===== src/rtl/seg7_scan_dev.sv =====
// rtl/seg7_scan_dev.sv - multiplexed 7-segment scanner with hex/raw modes, dp and blink masks
module seg7_scan_dev #(
    parameter int DIGITS       = 4,
    parameter int SCAN_DIV     = 50000,
    parameter int BLINK_FRAMES = 64
) (
    input  logic              clk,
    input  logic              rst,
    input  logic              wr_en,
    input  logic [1:0]        addr,
    input  logic [31:0]       wr_data,
    output logic [31:0]       rd_data,
    output logic [7:0]        SEGMENT,
    output logic [DIGITS-1:0] AN_SEL
);

    localparam int PW = $clog2(SCAN_DIV);
    localparam int IW = (DIGITS > 1) ? $clog2(DIGITS) : 1;
    localparam int FW = 10;

    localparam logic [PW-1:0] PRE_LAST = PW'(SCAN_DIV - 1);
    localparam logic [IW-1:0] IDX_LAST = IW'(DIGITS - 1);
    localparam logic [FW-1:0] FRM_LAST = FW'(BLINK_FRAMES - 1);
    // Mask bits for digits that do not exist are never stored, so they read 0.
    localparam logic [7:0]    DIG_MASK = 8'((1 << DIGITS) - 1);

    // Scan timing state
    logic [PW-1:0] pre_q, pre_d;
    logic [IW-1:0] idx_q, idx_d;
    logic [FW-1:0] frm_q, frm_d;
    logic          blink_q, blink_d;

    // Register file
    logic [31:0] hex_q, hex_d;
    logic        mode_q, mode_d;
    logic [7:0]  dp_q, dp_d;
    logic [7:0]  bm_q, bm_d;
    logic [31:0] raw_lo_q, raw_lo_d;
    logic [31:0] raw_hi_q, raw_hi_d;

    // Output registers
    logic [7:0]        seg_q, seg_d;
    logic [DIGITS-1:0] an_q, an_d;

    // Digit-dependent selection helpers
    logic [2:0]  idx_w;
    logic [3:0]  nib;
    logic [63:0] raw_all;
    logic [7:0]  raw_b;

    // Active-low {g,f,e,d,c,b,a} pattern for one hex nibble.
    function automatic logic [6:0] hex7(input logic [3:0] n);
        case (n)
            4'h0:    hex7 = 7'h40;
            4'h1:    hex7 = 7'h79;
            4'h2:    hex7 = 7'h24;
            4'h3:    hex7 = 7'h30;
            4'h4:    hex7 = 7'h19;
            4'h5:    hex7 = 7'h12;
            4'h6:    hex7 = 7'h02;
            4'h7:    hex7 = 7'h78;
            4'h8:    hex7 = 7'h00;
            4'h9:    hex7 = 7'h10;
            4'hA:    hex7 = 7'h08;
            4'hB:    hex7 = 7'h03;
            4'hC:    hex7 = 7'h46;
            4'hD:    hex7 = 7'h21;
            4'hE:    hex7 = 7'h06;
            default: hex7 = 7'h0E;
        endcase
    endfunction

    // Prescaler -> digit index -> frame counter -> blink phase cascade.
    always_comb begin
        pre_d   = pre_q;
        idx_d   = idx_q;
        frm_d   = frm_q;
        blink_d = blink_q;
        if (pre_q == PRE_LAST) begin
            pre_d = '0;
            if (idx_q == IDX_LAST) begin
                // Index wrapping to 0 ends a frame (every wrap when DIGITS=1).
                idx_d = '0;
                if (frm_q == FRM_LAST) begin
                    frm_d   = '0;
                    blink_d = ~blink_q;
                end else begin
                    frm_d = frm_q + 1'b1;
                end
            end else begin
                idx_d = idx_q + 1'b1;
            end
        end else begin
            pre_d = pre_q + 1'b1;
        end
    end

    // Register writes; CTRL writes only touch mode/masks, never scan state.
    always_comb begin
        hex_d    = hex_q;
        mode_d   = mode_q;
        dp_d     = dp_q;
        bm_d     = bm_q;
        raw_lo_d = raw_lo_q;
        raw_hi_d = raw_hi_q;
        if (wr_en) begin
            case (addr)
                2'd0: hex_d = wr_data;
                2'd1: begin
                    mode_d = wr_data[0];
                    dp_d   = wr_data[15:8] & DIG_MASK;
                    bm_d   = wr_data[23:16] & DIG_MASK;
                end
                2'd2: raw_lo_d = wr_data;
                default: raw_hi_d = wr_data;
            endcase
        end
    end

    // Combinational register readback.
    always_comb begin
        case (addr)
            2'd0:    rd_data = hex_q;
            2'd1:    rd_data = {8'h00, bm_q, dp_q, 7'h00, mode_q};
            2'd2:    rd_data = raw_lo_q;
            default: rd_data = raw_hi_q;
        endcase
    end

    // Next segment/anode pattern from the current index and registers.
    always_comb begin
        idx_w   = 3'(idx_q);
        nib     = hex_q[{idx_w, 2'b00} +: 4];
        raw_all = {raw_hi_q, raw_lo_q};
        raw_b   = raw_all[{idx_w, 3'b000} +: 8];
        if (mode_q) begin
            seg_d = raw_b;
        end else begin
            seg_d = {~dp_q[idx_w], hex7(nib)};
        end
        an_d = '1;
        if (!(blink_q && bm_q[idx_w])) begin
            an_d[idx_q] = 1'b0;
        end
    end

    // State and output registers; reset blanks the display immediately.
    always_ff @(posedge clk or posedge rst) begin
        if (rst) begin
            pre_q    <= '0;
            idx_q    <= '0;
            frm_q    <= '0;
            blink_q  <= 1'b0;
            hex_q    <= '0;
            mode_q   <= 1'b0;
            dp_q     <= '0;
            bm_q     <= '0;
            raw_lo_q <= '0;
            raw_hi_q <= '0;
            seg_q    <= 8'hFF;
            an_q     <= '1;
        end else begin
            pre_q    <= pre_d;
            idx_q    <= idx_d;
            frm_q    <= frm_d;
            blink_q  <= blink_d;
            hex_q    <= hex_d;
            mode_q   <= mode_d;
            dp_q     <= dp_d;
            bm_q     <= bm_d;
            raw_lo_q <= raw_lo_d;
            raw_hi_q <= raw_hi_d;
            seg_q    <= seg_d;
            an_q     <= an_d;
        end
    end

    assign SEGMENT = seg_q;
    assign AN_SEL  = an_q;

endmodule


===== config.mk =====
export PLATFORM = sky130hd
export DESIGN_NAME = seg7_scan_dev
export DESIGN_NICKNAME = d
export VERILOG_FILES = /design/src/rtl/seg7_scan_dev.sv
export SDC_FILE = /design/constraint.sdc
export NUM_CORES = 1
export LEC_CHECK = 0
export ABC_AREA = 0
export CAP_MARGIN = 20
export CORE_MARGIN = 2
export CORE_UTILIZATION = 50
export CTS_CLUSTER_SIZE = 20
export DETAILED_ROUTE_END_ITERATION = 16
export MAX_ROUTING_LAYER = met4
export PLACE_DENSITY_LB_ADDON = 0.2
export SYNTH_ARGS = -nofsm -noshare
export SYNTH_HDL_FRONTEND = slang
export SYNTH_SLANG_ARGS = --single-unit

===== constraint.sdc =====
create_clock -name clk -period 8.4 [get_ports clk]
set_input_delay 0.84 -clock clk [delete_from_list [all_inputs] [get_ports clk]]
set_output_delay 0.84 -clock clk [all_outputs]
set_load 0.005 [all_outputs]

==> flow_summary.ini, run 1 <==
[status]
outcome = finished, final reports clean

[placement]
numPortBuffers = 80
place_congestion = 0.879
hpwl_um = 10600

[yosys]
syn-num-nets = 566
synthCells = 517
synth_top_area_share_pct = 47.4
ys_ff_latch = 146
ys_types = 48
synth_edf_count = 0
netlist.top_cell.by_area = dfrtp_1
ys.flop_type = dfrtp_1
syn_area_per_cell_um2 = 13.7
synth.cell_area_um2 = 7070
synth.area.top_cells = dfrtp_1 47%, mux2_2 21%, mux4_2 7.0%
synth_warnings = 0
ys_async_sr_fraction_pct = 100
seq_area_frac_synth_pct = 51.9

[sta]
hold_viol = 0
setup_viol = 0
slew_headroom_pct = 34.5
layout_min_cycle_time_ps = 4280
finClkSkew_ps = 3.74
maxSlewViolCount = 0
timing.final.crit_share_pct = 50.9
worst_pin_slew_ps = 982
fmaxAchievable_mhz = 234
rsz0062_at_grt = no
tns_ps = 0

[worst_setup_path]
crit_type = in -> out
worstPathRequired_ps = 7560
worst_setup_path_end_kind = primary output
r2r_end = SEGMENT[3]$_DFF_PP1_
start_kind = input pin
r2r_cells = 7
reg2reg_from = idx_q[1]$_DFFE_PP0N_
path_max_fanout = 23
crit_path_max_incr_delay_ps = 1110
path_cells = clkdlybuf4s50_1 > buf_4 > nor2_1 > buf_4 > a22o_1 > clkdlybuf4s50_1
cp_slowest_cell = clkdlybuf4s50_1
r2r_slack_ps = 5840
crit_arrival_ps = 3440

[drt]
avgRoutedWirePerCell_um = 20.1
drtPass1Iterations = 4
remaining_drc_errors = 0
vias = 4571
viasPerCell = 5.82
wl_um = 15800
drt_iter0_drc = 333
ant_nets = 0

[global_routing]
grt_start_max_net_pins = 79
grt_pass1_wl_um = 25500
track_usage_pct = 23.3
gr-total-overflow = 0
antenna_found_initial = 0
grt_pass1_vias = 4705

[min_path]
hold_path_depth = 1
hp-class = reg -> reg
hold_path_end = blink_q$_DFFE_PP0P_
hp-start = blink_q$_DFFE_PP0P_

[clock_tree]
cts_setup_buffers = 0
numCtsBuffers = 17
hold_buffers = 0
clock-sinks = 146
tritoncts = yes
cts.clk_slew.worst_paths_ps = 50
htreeDepth = 4
clockBufferDepth = 2
cts_root_buffer = clkbuf_16
clk_latency_ps = 410
cts_resized = 0

[floorplan]
die_area_um2 = 15100
io_pins = 81
fp.dieH_um = 123
die_x_um = 123
rows = 43
start_util_pct = 51.1
core_um2 = 13800

[power]
p_comb_share_pct = 18.9
p_clk_share_pct = 38.2
ir_worst_vdd_mv = 0.123
power_density_nw_per_um2 = 241
p_leak_nw = 3.59
p_sw_share_pct = 23.7
p_seq_share_pct = 43.0
internal_power_mw = 1.59
switchingPower_mw = 0.494

[finish]
final_core_util_pct = 62.6
layout.nets = 643
n_fill_cell = 1023
area_delta_synth_final_pct = 22.4
multi_input_area_um2 = 3220
n_antenna_cell = 0
regArea_um2 = 3670
drive_gt1_share_pct = 33.8

[run]
max_cap_violations = 0
==> cells by family after synthesis <==
group	count (synthesis)	synth area share, %
flops	146	51.9
compound gates	52	5.65
xor+xnor	16	1.98
buf+inv	43	2.69
mux	158	29.1
fa+ha+maj	12	2.12
simple gates	90	6.57
==> Yosys cell counts, types with 8 or more instances <==
cell type,count
dfrtp_1,134
mux2_2,130
a22o_1,23
mux4_2,22
nand2_1,20
nor2_1,20
clkbuf_1,16
dfstp_2,12
ha_1,12
nand3_1,12
buf_2,11
inv_1,11
xnor2_1,10
nand4_1,8
==> stage by stage <==
stage / cells / hold WS (ps) / power (mW) / area (um2) / setup WS [ps]
2_1_floorplan: 517 / 441 / 1.12 / 7070 / 3660
3_5_place_dp: 754 / 471 / 1.30 / 8010 / 4100
4_1_cts: 785 / 482 / 2.10 / 8640 / 4110
5_1_grt: 786 / 510 / 2.19 / 8650 / 4010
6_report: 786 / 477 / 2.09 / 8650 / 4120
3_3_place_gp: 754 / 462 / 1.29 / 8010 / 4170
==> metal layers <==
layer	track usage [%]	vias up	share of wire, %
li1	-	2086	-
met1	31.7	2361	47
met2	35.5	105	48
met3	5.03	19	4.0
met4	7.26	0	1.3
met5	-	-	0
==> state kept, by name (all words and copies together), names as in the netlist <==
name,count
AN_SEL,4
SEGMENT,8
blink_q,1
bm_q,4
dp_q,4
frm_q,10
hex_q,32
idx_q,2
mode_q,1
pre_q,16
raw_hi_q,32
raw_lo_q,32
==> layout make-up <==
| type | instances | share of cell area (%) |
|---|---|---|
| clock inverter | 3 | 1.04 |
| timing repair buffer | 88 | 9.94 |
| multi-input combinational | 328 | 37.2 |
| tap | 180 | 2.60 |
| sequential | 146 | 42.4 |
| inverter | 13 | 0.622 |
| clock buffer | 28 | 6.21 |
==> cell usage in the layout, fill, tap and decap left out, types with 7 or more instances in the layout <==
| cell | netlist | routed |
|---|---|---|
| dfrtp_1 | 134 | 134 |
| mux2_2 | 130 | 130 |
| clkdlybuf4s50_1 | 0 | 79 |
| a22o_1 | 23 | 23 |
| mux4_2 | 22 | 22 |
| nor2_1 | 20 | 20 |
| nand2_1 | 20 | 20 |
| clkbuf_16 | 0 | 17 |
| dfstp_2 | 12 | 12 |
| nand3_1 | 12 | 12 |
| ha_1 | 12 | 12 |
| inv_1 | 11 | 10 |
| xnor2_1 | 10 | 10 |
| nand4_1 | 8 | 8 |
| clkbuf_8 | 0 | 7 |
| buf_4 | 0 | 7 |
==> worst max path at each step <==
stage | from | end | slack (ps)
after global placement | addr[1] | rd_data[3] | 4170
final | addr[1] | rd_data[3] | 4120
after floorplan | rst | blink_q$_DFFE_PP0P_ | 3660
after global routing | addr[1] | rd_data[3] | 4010
after detailed placement | addr[1] | rd_data[3] | 4100
after CTS | addr[1] | rd_data[3] | 4110
==> critical path, delay by kind of cell <==
family,cells,cell delay [ps]
compound gates,1,300
simple gates,1,70
buf+inv,4,2210
==> power by group through the flow <==
| stage | Sequential (mW) | Combinational (mW) | Clock (mW) |
|---|---|---|---|
| CTS | 0.896 | 0.398 | 0.810 |
| global placement | 0.901 | 0.385 | 0 |
| global route | 0.910 | 0.431 | 0.845 |
| floorplan | 0.875 | 0.246 | 0 |
| detailed placement | 0.907 | 0.395 | 0 |
| finish | 0.896 | 0.394 | 0.796 |
No activity file was read; power rests on OpenSTA's default activity.
==> run 2, diff against run 1 <==
- clock period: 8.4 -> 3.8 ns (I/O delays scaled with it)
==> run 2 against run 1 <==
Net effect:
- utilization fell by 0.43 points
- sequential power up 120%
- clock skew grew 3.2 ps
- final cell count is 0.25% higher
- setup slack worse by 2900 ps
- sequential share of layout area rose by 0.30 points
- non-clock buffer count up 1
- register-to-register slack got worse by 4600 ps
- first-iteration DRC count rose by 8.1%
- critical path depth shrank 3
==> flow_summary.ini, run 2 (synthesis results as in run 1) <==
[status]
outcome = finished, final reports clean

[finish]
reg.largest.list = hex_q (32), raw_hi_q (32), raw_lo_q (32)
n_antenna_cell = 0
stdcell_count = 788
area_delta_synth_final_pct = 21.5
final_common_cell = dfrtp_1
layout.nets = 644
final_cell_mix = 134 x dfrtp_1, 130 x mux2_2, 79 x clkdlybuf4s50_1
drive_gt1_share_pct = 34.5

[sta]
setup_viol = 0
rsz0062_at_grt = no
tns_ps = 0
fmaxAchievable_mhz = 382
slew_headroom_pct = 35.3
maxSlewViolCount = 0
worst_pin_slew_ps = 971
hold_viol = 0
timing.final.crit_share_pct = 68.9
layout_min_cycle_time_ps = 2620
finClkSkew_ps = 6.96

[power]
p_clk_share_pct = 35.1
power_density_nw_per_um2 = 512
switchingPower_mw = 1.14
p_seq_share_pct = 45.2
p_leak_nw = 3.54
ir_worst_vdd_mv = 0.350
p_sw_share_pct = 26.0
p_comb_share_pct = 19.7
internal_power_mw = 3.25

[clock_tree]
cts_setup_buffers = 0
cts.clk_slew.worst_paths_ps = 60
cts_resized = 0
clock-sinks = 146
hold_buffers = 0
cts_root_buffer = clkbuf_16
clockBufferDepth = 2
tritoncts = yes
htreeDepth = 4
clk_latency_ps = 420
numCtsBuffers = 17

[drt]
drt_iter0_drc = 360
drtPass1Iterations = 4
remaining_drc_errors = 0
wl_um = 15800
vias = 4590
ant_nets = 0
avgRoutedWirePerCell_um = 20.0
viasPerCell = 5.82

[global_routing]
grt_pass1_vias = 4784
antenna_found_initial = 0
grt_start_max_net_pins = 119
grt_pass1_wl_um = 25900
track_usage_pct = 23.4
gr-total-overflow = 0

[floorplan]
core_um2 = 13800
die_area_um2 = 15100
io_pins = 81
rows = 43
fp.dieH_um = 123
die_x_um = 123
start_util_pct = 51.1

[worst_setup_path]
crit_arrival_ps = 2240
start_kind = input pin
crit_type = in -> out
worstPathRequired_ps = 3420
worst_setup_path_end_kind = primary output
path_max_fanout = 37
r2r_cells = 7

[placement]
hpwl_um = 10600
numPortBuffers = 80
place_congestion = 0.838
place_inst = 756

[min_path]
hp-class = in -> async

[run]
max_cap_violations = 0
[run 2: layout make-up]
| class | instances | area, um2 |
|---|---|---|
| well taps | 180 | 225 |
| repair buffers | 89 | 876 |
| flip-flops and latches | 146 | 3670 |
| clock inverters | 11 | 81.3 |
| multi-input cells | 328 | 3220 |
| inverters | 13 | 52.6 |
| fillers | 1033 | 5240 |
| clock buffers | 21 | 470 |
[run 2: worst paths after layout]
check,slack (ps),from,endpoint
hold / removal,410,rst,pre_q[14]$_DFF_PP0_
min in group clk,490,blink_q$_DFFE_PP0P_,blink_q$_DFFE_PP0P_
setup / recovery,1180,addr[0],rd_data[9]
setup reg to reg,1280,idx_q[0]$_DFFE_PP0N_,SEGMENT[3]$_DFF_PP1_
max in group asynchronous,2340,rst,hex_q[1]$_DFFE_PP0P_
hold reg to reg,490,blink_q$_DFFE_PP0P_,blink_q$_DFFE_PP0P_
[run 2: through the flow]
stage / worst slack [ps] / util, % / hold slack [ps] / area [um2] / power (mW)
after floorplan: 1600 / - / 441 / 7070 / 2.48
after global placement: 1150 / 58.1 / 461 / 8040 / 2.85
after detailed placement: 1130 / 58.1 / 481 / 8040 / 2.88
after CTS: 1150 / 62.1 / 433 / 8590 / 4.42
after global routing: 1020 / 62.1 / 466 / 8590 / 4.60
final: 1180 / 62.1 / 413 / 8590 / 4.39
[run 2: critical path, cell delays in order]
cell and delay [ps]:
buf_2 730, mux4_2 650, clkdlybuf4s50_1 470
[run 2: per-layer routing]
metal | vias up | global-route usage (%) | wire (um)
li1 | 2075 | - | -
met1 | 2376 | 33.2 | 7290
met2 | 123 | 34.7 | 7570
met3 | 16 | 3.92 | 693
met4 | 0 | 7.40 | 218
met5 | - | - | 0
[run 2: power groups by stage]
stage	clock, mW	combinational [mW]	sequential, mW
2_1_floorplan	0	0.544	1.94
3_5_place_dp	0	0.871	2.01
5_1_grt	1.64	0.946	2.01
3_3_place_gp	0	0.852	2.00
6_report	1.54	0.867	1.99
4_1_cts	1.56	0.878	1.98
